## config.mk

```make
export PLATFORM = sky130hd
export DESIGN_NAME = multicycle_ctrl_p
export DESIGN_NICKNAME = d
export VERILOG_FILES = /design/src/rtl/mcu_pkg.sv /design/src/rtl/mcu_alu.sv /design/src/rtl/multicycle_ctrl_p.sv
export SDC_FILE = /design/constraint.sdc
export NUM_CORES = 1
export LEC_CHECK = 0
export ABC_AREA = 1
export BUFFER_PORTS_ARGS = -buffer_cell sky130_fd_sc_hd__buf_4
export CORE_AREA = 2 2 129 131
export CTS_CLUSTER_DIAMETER = 40
export DETAILED_ROUTE_END_ITERATION = 8
export DIE_AREA = 0 0 131 133
export GPL_ROUTABILITY_DRIVEN = 0
export PLACE_DENSITY_LB_ADDON = 0.2
export SETUP_SLACK_MARGIN = 0.2
export SLEW_MARGIN = 5
export SYNTH_ARGS = -nofsm -noshare
export SYNTH_HDL_FRONTEND = slang
export SYNTH_HIERARCHICAL = 1
export SYNTH_SLANG_ARGS = --single-unit
```

## constraint.sdc

```tcl
create_clock -name clk -period 6.1 [get_ports clk]
set_clock_uncertainty 0.05 [all_clocks]
set_input_delay 0.305 -clock clk [delete_from_list [all_inputs] [get_ports clk]]
set_output_delay 0.305 -clock clk [all_outputs]
set_load 0.01 [all_outputs]
```

## src/rtl/mcu_pkg.sv

```systemverilog
// Shared definitions for the multi-cycle controller: opcodes, FSM state type and
// instruction field extractors.
//
// Instruction layout (MSB first): [op:3][rd:RA_W][rs1:RA_W][rs2:RA_W | imm:IMM_W]
// where IMM_W = INSTR_W - 3 - 2*RA_W. rs2 occupies the low RA_W bits of the
// rs2/imm field; imm is the whole field and is sign-extended.
//
// The extractors take the instruction zero-extended to MaxW bits plus the
// geometry as arguments, so one set of functions serves every parameterisation.
package mcu_pkg;

    localparam int unsigned MaxW   = 64;  // widest instruction/datapath supported
    localparam int unsigned MaxRaW = 8;   // widest register address supported

    localparam logic [2:0] OP_ADD   = 3'b000;
    localparam logic [2:0] OP_SUB   = 3'b001;
    localparam logic [2:0] OP_BEQ   = 3'b010;
    localparam logic [2:0] OP_LOAD  = 3'b100;
    localparam logic [2:0] OP_STORE = 3'b101;
    localparam logic [2:0] OP_HALT  = 3'b111;

    typedef enum logic [2:0] {
        StIdle,
        StFetch,
        StDecode,
        StExec,
        StMem,
        StWb,
        StDone,
        StHalt
    } state_t;

    function automatic logic [2:0] get_op(input logic [MaxW-1:0] instr,
                                          input int unsigned instr_w);
        logic [MaxW-1:0] t;
        t = instr >> (instr_w - 3);
        return t[2:0];
    endfunction

    function automatic logic [MaxW-1:0] ra_mask(input int unsigned ra_w);
        return (MaxW'(1) << ra_w) - MaxW'(1);
    endfunction

    function automatic logic [MaxRaW-1:0] get_rd(input logic [MaxW-1:0] instr,
                                                 input int unsigned ra_w,
                                                 input int unsigned instr_w);
        logic [MaxW-1:0] t;
        t = (instr >> (instr_w - 3 - ra_w)) & ra_mask(ra_w);
        return t[MaxRaW-1:0];
    endfunction

    function automatic logic [MaxRaW-1:0] get_rs1(input logic [MaxW-1:0] instr,
                                                  input int unsigned ra_w,
                                                  input int unsigned instr_w);
        logic [MaxW-1:0] t;
        t = (instr >> (instr_w - 3 - 2 * ra_w)) & ra_mask(ra_w);
        return t[MaxRaW-1:0];
    endfunction

    function automatic logic [MaxRaW-1:0] get_rs2(input logic [MaxW-1:0] instr,
                                                  input int unsigned ra_w);
        logic [MaxW-1:0] t;
        t = instr & ra_mask(ra_w);
        return t[MaxRaW-1:0];
    endfunction

    // Sign-extends the low imm_w bits to MaxW bits.
    function automatic logic [MaxW-1:0] get_imm(input logic [MaxW-1:0] instr,
                                                input int unsigned imm_w);
        logic [MaxW-1:0] t;
        t = instr << (MaxW - imm_w);
        return $signed(t) >>> (MaxW - imm_w);
    endfunction

endpackage

```

## src/rtl/mcu_alu.sv

```systemverilog
// Combinational datapath ALU for the multi-cycle controller.
//
// Ports:
//   a_i, b_i  operands (DATA_W)
//   sub_i     1: res_o = a_i - b_i, 0: res_o = a_i + b_i (both modulo 2**DATA_W)
//   res_o     result
//   eq_o      a_i == b_i, used for the BEQ decision
module mcu_alu #(
    parameter int unsigned DATA_W = 16
) (
    input  logic [DATA_W-1:0] a_i,
    input  logic [DATA_W-1:0] b_i,
    input  logic              sub_i,
    output logic [DATA_W-1:0] res_o,
    output logic              eq_o
);

    always_comb begin
        res_o = sub_i ? (a_i - b_i) : (a_i + b_i);
        eq_o  = (a_i == b_i);
    end

endmodule

```

## src/rtl/multicycle_ctrl_p.sv

```systemverilog
// Multi-cycle CPU controller with integrated PC/IR/operand/ALU/load-data registers.
// One instruction in flight; fetch and data accesses share a single req/ack port.
//
// Ports:
//   clk, reset              clock; asynchronous active-high reset
//   run                     start enable, only looked at in IDLE
//   mem_req/we/addr/wdata   memory request, held stable until mem_ack
//   mem_rdata, mem_ack      read data and transfer-complete handshake
//   rf_ra1/rf_ra2           register file read addresses (rs1; rs2 or rd)
//   rf_rd1/rf_rd2           combinational register file read data
//   rf_we/rf_wa/rf_wd       one-cycle register write strobe, address, data
//   pc_out                  current PC
//   retire                  one-cycle pulse per completed instruction
//   halted                  high while in HALT
//
// Assumes DATA_W >= INSTR_W (instructions are fetched through the data bus) and
// INSTR_W - 3 - 2*RA_W >= 1.
module multicycle_ctrl_p
    import mcu_pkg::*;
#(
    parameter int unsigned DATA_W  = 16,
    parameter int unsigned ADDR_W  = 16,
    parameter int unsigned RA_W    = 2,
    parameter int unsigned INSTR_W = 16
) (
    input  logic              clk,
    input  logic              reset,
    input  logic              run,
    output logic              mem_req,
    output logic              mem_we,
    output logic [ADDR_W-1:0] mem_addr,
    output logic [DATA_W-1:0] mem_wdata,
    input  logic [DATA_W-1:0] mem_rdata,
    input  logic              mem_ack,
    output logic [RA_W-1:0]   rf_ra1,
    output logic [RA_W-1:0]   rf_ra2,
    input  logic [DATA_W-1:0] rf_rd1,
    input  logic [DATA_W-1:0] rf_rd2,
    output logic              rf_we,
    output logic [RA_W-1:0]   rf_wa,
    output logic [DATA_W-1:0] rf_wd,
    output logic [ADDR_W-1:0] pc_out,
    output logic              retire,
    output logic              halted
);

    localparam int unsigned IMM_W = INSTR_W - 3 - 2 * RA_W;

    state_t state_q, state_d;

    logic [ADDR_W-1:0]  pc_q, pc_d;
    logic [ADDR_W-1:0]  tgt_q, tgt_d;
    logic [INSTR_W-1:0] ir_q, ir_d;
    logic [DATA_W-1:0]  a_q, a_d;
    logic [DATA_W-1:0]  b_q, b_d;
    logic [DATA_W-1:0]  alu_q, alu_d;
    logic [DATA_W-1:0]  mdr_q, mdr_d;
    logic               taken_q, taken_d;

    // Instruction decode
    logic [MaxW-1:0]   ir_wide;
    logic [MaxW-1:0]   imm_wide;
    logic [2:0]        op;
    logic [RA_W-1:0]   rd;
    logic [RA_W-1:0]   rs1;
    logic [RA_W-1:0]   rs2;
    logic              is_arith;
    logic              is_mem_op;

    logic [DATA_W-1:0] imm_data;
    logic [ADDR_W-1:0] imm_addr;
    logic [ADDR_W-1:0] pc_inc;
    logic [MaxW-1:0]   alu_wide;
    logic [ADDR_W-1:0] mem_ea;

    logic [DATA_W-1:0] alu_b;
    logic [DATA_W-1:0] alu_res;
    logic              alu_eq;
    logic              unused_bits;

    assign ir_wide   = MaxW'(ir_q);
    assign op        = get_op(ir_wide, INSTR_W);
    assign rd        = RA_W'(get_rd(ir_wide, RA_W, INSTR_W));
    assign rs1       = RA_W'(get_rs1(ir_wide, RA_W, INSTR_W));
    assign rs2       = RA_W'(get_rs2(ir_wide, RA_W));
    assign imm_wide  = get_imm(ir_wide, IMM_W);
    assign imm_data  = DATA_W'(imm_wide);
    assign imm_addr  = ADDR_W'(imm_wide);
    assign is_arith  = (op == OP_ADD) || (op == OP_SUB);
    assign is_mem_op = (op == OP_LOAD) || (op == OP_STORE);
    assign pc_inc    = pc_q + ADDR_W'(1);

    // Widen first so the effective address zero-extends when DATA_W < ADDR_W.
    assign alu_wide  = MaxW'(alu_q);
    assign mem_ea    = ADDR_W'(alu_wide);

    // Only the low parts of the widened helpers are consumed.
    assign unused_bits = ^{imm_wide, alu_wide};

    // Loads/stores add the immediate; everything else uses the B operand.
    assign alu_b = is_mem_op ? imm_data : b_q;

    mcu_alu #(
        .DATA_W (DATA_W)
    ) u_alu (
        .a_i   (a_q),
        .b_i   (alu_b),
        .sub_i (op == OP_SUB),
        .res_o (alu_res),
        .eq_o  (alu_eq)
    );

    // Register file addressing follows the IR directly; STORE data and the BEQ
    // comparand come from the rd field.
    assign rf_ra1 = rs1;
    assign rf_ra2 = is_arith ? rs2 : rd;
    assign rf_wa  = rd;
    assign pc_out = pc_q;

    // ---------------------------------------------------------------- FSM state
    always_ff @(posedge clk or posedge reset) begin
        if (reset) begin
            state_q <= StIdle;
        end else begin
            state_q <= state_d;
        end
    end

    // ----------------------------------------------------------- FSM next state
    always_comb begin
        state_d = state_q;
        unique case (state_q)
            StIdle:   if (run) state_d = StFetch;
            StFetch:  if (mem_ack) state_d = StDecode;
            StDecode: begin
                case (op)
                    OP_HALT:                                    state_d = StHalt;
                    OP_ADD, OP_SUB, OP_BEQ, OP_LOAD, OP_STORE:  state_d = StExec;
                    default:                                    state_d = StDone;
                endcase
            end
            StExec: begin
                if (is_arith) begin
                    state_d = StWb;
                end else if (is_mem_op) begin
                    state_d = StMem;
                end else begin
                    state_d = StDone;
                end
            end
            StMem:    if (mem_ack) state_d = (op == OP_LOAD) ? StWb : StDone;
            StWb:     state_d = StDone;
            StDone:   state_d = StFetch;
            StHalt:   state_d = StHalt;
            default:  state_d = StIdle;
        endcase
    end

    // -------------------------------------------------------------- FSM outputs
    // Request outputs derive only from state and held registers, so they stay
    // stable for the whole wait and vanish as soon as reset clears the state.
    always_comb begin
        mem_req   = 1'b0;
        mem_we    = 1'b0;
        mem_addr  = '0;
        mem_wdata = '0;
        rf_we     = 1'b0;
        rf_wd     = '0;
        retire    = 1'b0;
        halted    = 1'b0;
        unique case (state_q)
            StFetch: begin
                mem_req  = 1'b1;
                mem_addr = pc_q;
            end
            StMem: begin
                mem_req  = 1'b1;
                mem_addr = mem_ea;
                if (op == OP_STORE) begin
                    mem_we    = 1'b1;
                    mem_wdata = b_q;
                end
            end
            StWb: begin
                rf_we = 1'b1;
                rf_wd = (op == OP_LOAD) ? mdr_q : alu_q;
            end
            StDone:  retire = 1'b1;
            StHalt:  halted = 1'b1;
            default: ;
        endcase
    end

    // ------------------------------------------------------ datapath registers
    always_comb begin
        pc_d    = pc_q;
        tgt_d   = tgt_q;
        ir_d    = ir_q;
        a_d     = a_q;
        b_d     = b_q;
        alu_d   = alu_q;
        mdr_d   = mdr_q;
        taken_d = taken_q;
        unique case (state_q)
            StFetch:  if (mem_ack) ir_d = mem_rdata[INSTR_W-1:0];
            StDecode: begin
                a_d = rf_rd1;
                b_d = rf_rd2;
            end
            StExec: begin
                alu_d   = alu_res;
                taken_d = (op == OP_BEQ) && alu_eq;
                tgt_d   = pc_inc + imm_addr;
            end
            StMem:    if (mem_ack && (op == OP_LOAD)) mdr_d = mem_rdata;
            StDone: begin
                pc_d    = taken_q ? tgt_q : pc_inc;
                taken_d = 1'b0;
            end
            default: ;
        endcase
    end

    always_ff @(posedge clk or posedge reset) begin
        if (reset) begin
            pc_q    <= '0;
            tgt_q   <= '0;
            ir_q    <= '0;
            a_q     <= '0;
            b_q     <= '0;
            alu_q   <= '0;
            mdr_q   <= '0;
            taken_q <= 1'b0;
        end else begin
            pc_q    <= pc_d;
            tgt_q   <= tgt_d;
            ir_q    <= ir_d;
            a_q     <= a_d;
            b_q     <= b_d;
            alu_q   <= alu_d;
            mdr_q   <= mdr_d;
            taken_q <= taken_d;
        end
    end

endmodule

```

==> impl_metrics.toml <==
[sta]
drv_slew = 0
worst_pin_slew_ns = 1.05
setup-tns-final_ns = 0
hold_violations = 0
holdWs_ns = 0.0509
rsz0062_at_grt = "no"
slew-limit-headroom_pct = 30.2
timing.final.crit_period_ns = 3.44
post-route-period-util_pct = 56.4
finalSetupViolations = 0
max_freq_mhz = 290

[pwr]
ir_worst_vdd_mv = 0.316
p_per_area_mw_per_mm2 = 629
p_leak_nw = 5.43

[floorplanning]
rows = 47
start_util_pct = 53.2
dieArea_sq_mm = 0.0174
ioPinCount = 127
die_width_um = 131
die_y_um = 133
core-area_sq_mm = 0.0162

[run_status]
outcome = "completed"

[logic_synthesis]
synth_top_area_share_pct = 33.7
synthTopCellsByArea = "dfrtp_1 34%, nand2_1 14%, inv_1 7.9%"
synth_ff_type = "dfrtp_1"
synth_warnings = 6
synth_edf_count = 0
yosysTopAreaCell = "dfrtp_1"
synth_nets = 1351
syn_area_sq_mm = 0.00861
ys_ff_latch = 116
seq_area_frac_synth_pct = 33.7
avgSynthCellArea_sq_um = 6.90
synth.distinct_cells = 41
async_flop_share_pct = 100
synthCells = 1247

[clock_tree]
cts.sinks = 116
tritoncts = "done"
cts.reportedPaths.clkPinSlew_ns = 0.05
cts-root-buf = "clkbuf_16"
postCtsSetupRepairBufs = 0
h-tree-depth = 4
ctsHoldBuffers = 1
clock_latency_ns = 0.43
clockBufferDepth = 2
cts_made_buffers = 17
cts_resized = 0

[critical_path]
start_kind = "register"
r2r_end = "alu_q[14]"
r2r-start = "ir_q[14]"
ff2ff_setup_slack_ns = 2.66
crit_end = "alu_q[14]"
critical_path_required_ns = 6.32
endpoint_kind = "register"
critical_path.max_fanout = 23
path_class = "reg -> reg"
startpoint = "ir_q[14]"
cp.arrival_ns = 3.67
reg2regPathDepth = 16

[flow_run]
maxCapViolCount = 0

[place]
portBuffers = 126
dp_hpwl_um = 19400

[global_route]
grt_use_total_pct = 30.8
antenna_found_initial = 0
grt_pass1_vias = 7974
grt_max_degree = 78
use_met2_pct = 47.5
gr-total-overflow = 0
use_met3_pct = 5.50
top_usage_layer = "met2"
grtUsageMet1_pct = 42.9
grt_pass1_wl_um = 41300

[finish]
fin_nets = 1452
drive_gt1_share_pct = 16.1
antenna-diode-count = 0
area_delta_synth_final_pct = 18.8

[route]
first_pass_iters = 5
drt-vias-per-instance = 5.45
wl_um = 26000
vias = 8620
post_drt_wl_per_cell_um = 16.4
ant_nets = 0
drt_iter0_drc = 814
drcViolationCount = 0

[min_path]
hold_path_depth = 3
hold_path.startpoint = "mem_rdata[15]"
hold_path.class = "in -> reg"
## cells in the mapped netlist (2+ instances only)
master / count
inv_2: 9
ha_1: 49
buf_6: 3
nand3b_1: 2
nor2_2: 5
nand4_1: 14
xor2_1: 23
fa_1: 3
xor2_2: 2
nor3_1: 9
buf_4: 8
nand3_2: 2
o21ai_1: 31
o21ai_0: 78
nor2_4: 7
inv_1: 182
a21oi_1: 84
and2_1: 5
nand2_2: 9
o22ai_1: 22
buf_2: 28
o21bai_1: 6
clkbuf_1: 9
nor2_1: 127
xnor2_1: 4
a31oi_1: 3
dfrtp_1: 116
o21ai_2: 3
nand2_1: 325
mux2_2: 17
clkinv_1: 2
nand3_1: 51
## worst max-delay path, stage by stage (launching register included)
cell and delay (ns):
dfrtp_1 0.46, inv_2 0.10, nand2_2 0.08, inv_1 0.41, nand2_1 0.25, o21ai_0 0.23, inv_1 0.09, ha_1 0.48
nand2_1 0.20, inv_1 0.12, nand2_1 0.09, nor3_1 0.26, nand2_1 0.15, nand4_1 0.12, nand2_1 0.06, nand2_1 0.06
o21ai_0 0.08
## flip-flops by register name, indices dropped and copies added (netlist names)
register,cells
a_q,16
alu_q,16
b_q,16
ir_q,16
mdr_q,16
pc_out,16
state_q,3
taken_q,1
tgt_q,16
## worst min path at each step
stage,endpoint,slack [ns]
final,mdr_q[15],0.05
after global placement,b_q[4],0.32
after detailed placement,b_q[1],0.33
after floorplan,state_q[0],0.37
after global routing,a_q[8],0.07
after CTS,mdr_q[15],0.05
## stage by stage
stage | cell area (sq um) | setup WS [ns] | total power [mW] | instances | util (%)
detailed placement | 9590 | 2.75 | 5.26 | 1548 | 59.3
global route | 10200 | 2.33 | 6.99 | 1581 | 63.2
finish | 10200 | 2.66 | 6.43 | 1581 | 63.2
floorplan | 8610 | 2.67 | 4.25 | 1247 | -
global placement | 9590 | 2.84 | 5.21 | 1548 | 59.3
CTS | 10200 | 2.75 | 6.36 | 1581 | 63.2
## metal layers
layer	wire length [um]	vias to the layer above	share of wire [%]
li1	-	4155	-
met1	11100	3969	43
met2	11800	430	46
met3	2190	66	8.4
met4	856	0	3.3
met5	0	-	0
## kinds of logic after synthesis
| group | after synthesis | share of synthesized area [%] |
|---|---|---|
| AOI/OAI and AO/OA | 232 | 14.3 |
| and+or+nand+nor | 559 | 27.2 |
| xor gates and xnor gates | 29 | 3.13 |
| adders and majority gates | 52 | 7.82 |
| buffers and inverters | 242 | 11.6 |
| muxes | 17 | 2.22 |
| DFF | 116 | 33.7 |
## report_power, final
part / internal, mW / total, mW / switching [mW]
registers: 1.10 / 1.34 / 0.247
logic: 1.36 / 4.04 / 2.68
clock network: 0.676 / 1.05 / 0.379
## area by class of cell
type | count | area (sq um)
sequential | 116 | 2900
inverter | 193 | 727
multi-input combinational | 889 | 4710
clock inverter | 11 | 149
clock buffer | 21 | 470
timing repair buffer | 131 | 986
fill | 1531 | 5950
tap | 220 | 275
## cell usage in the layout, fill, tap and decap left out, types with 2 or more instances in the layout
master        n
inv_6         2
inv_1       181
and2_1        5
inv_2         9
xor2_2        2
ha_1         49
a31oi_1       3
nor3_1        8
nand3b_1      2
clkbuf_8      3
nor2_1      127
xor2_1       23
clkinv_1      2
bufinv_16     3
fa_1          3
o21bai_1      6
xnor2_1       4
nor3_2        2
nor2_4        7
a21oi_1      84
clkbuf_16    17
nor2_2        5
nand4_1      14
buf_4       130
o21ai_1      31
o21ai_2       3
nand3_1      51
o21ai_0      78
clkinv_2      2
nand2_2       9
clkinvlp_4    3
nand2_1     325
nand3_2       2
dfrtp_1     116
mux2_2       17
o22ai_1      22
No activity file was read; power rests on OpenSTA's default activity.
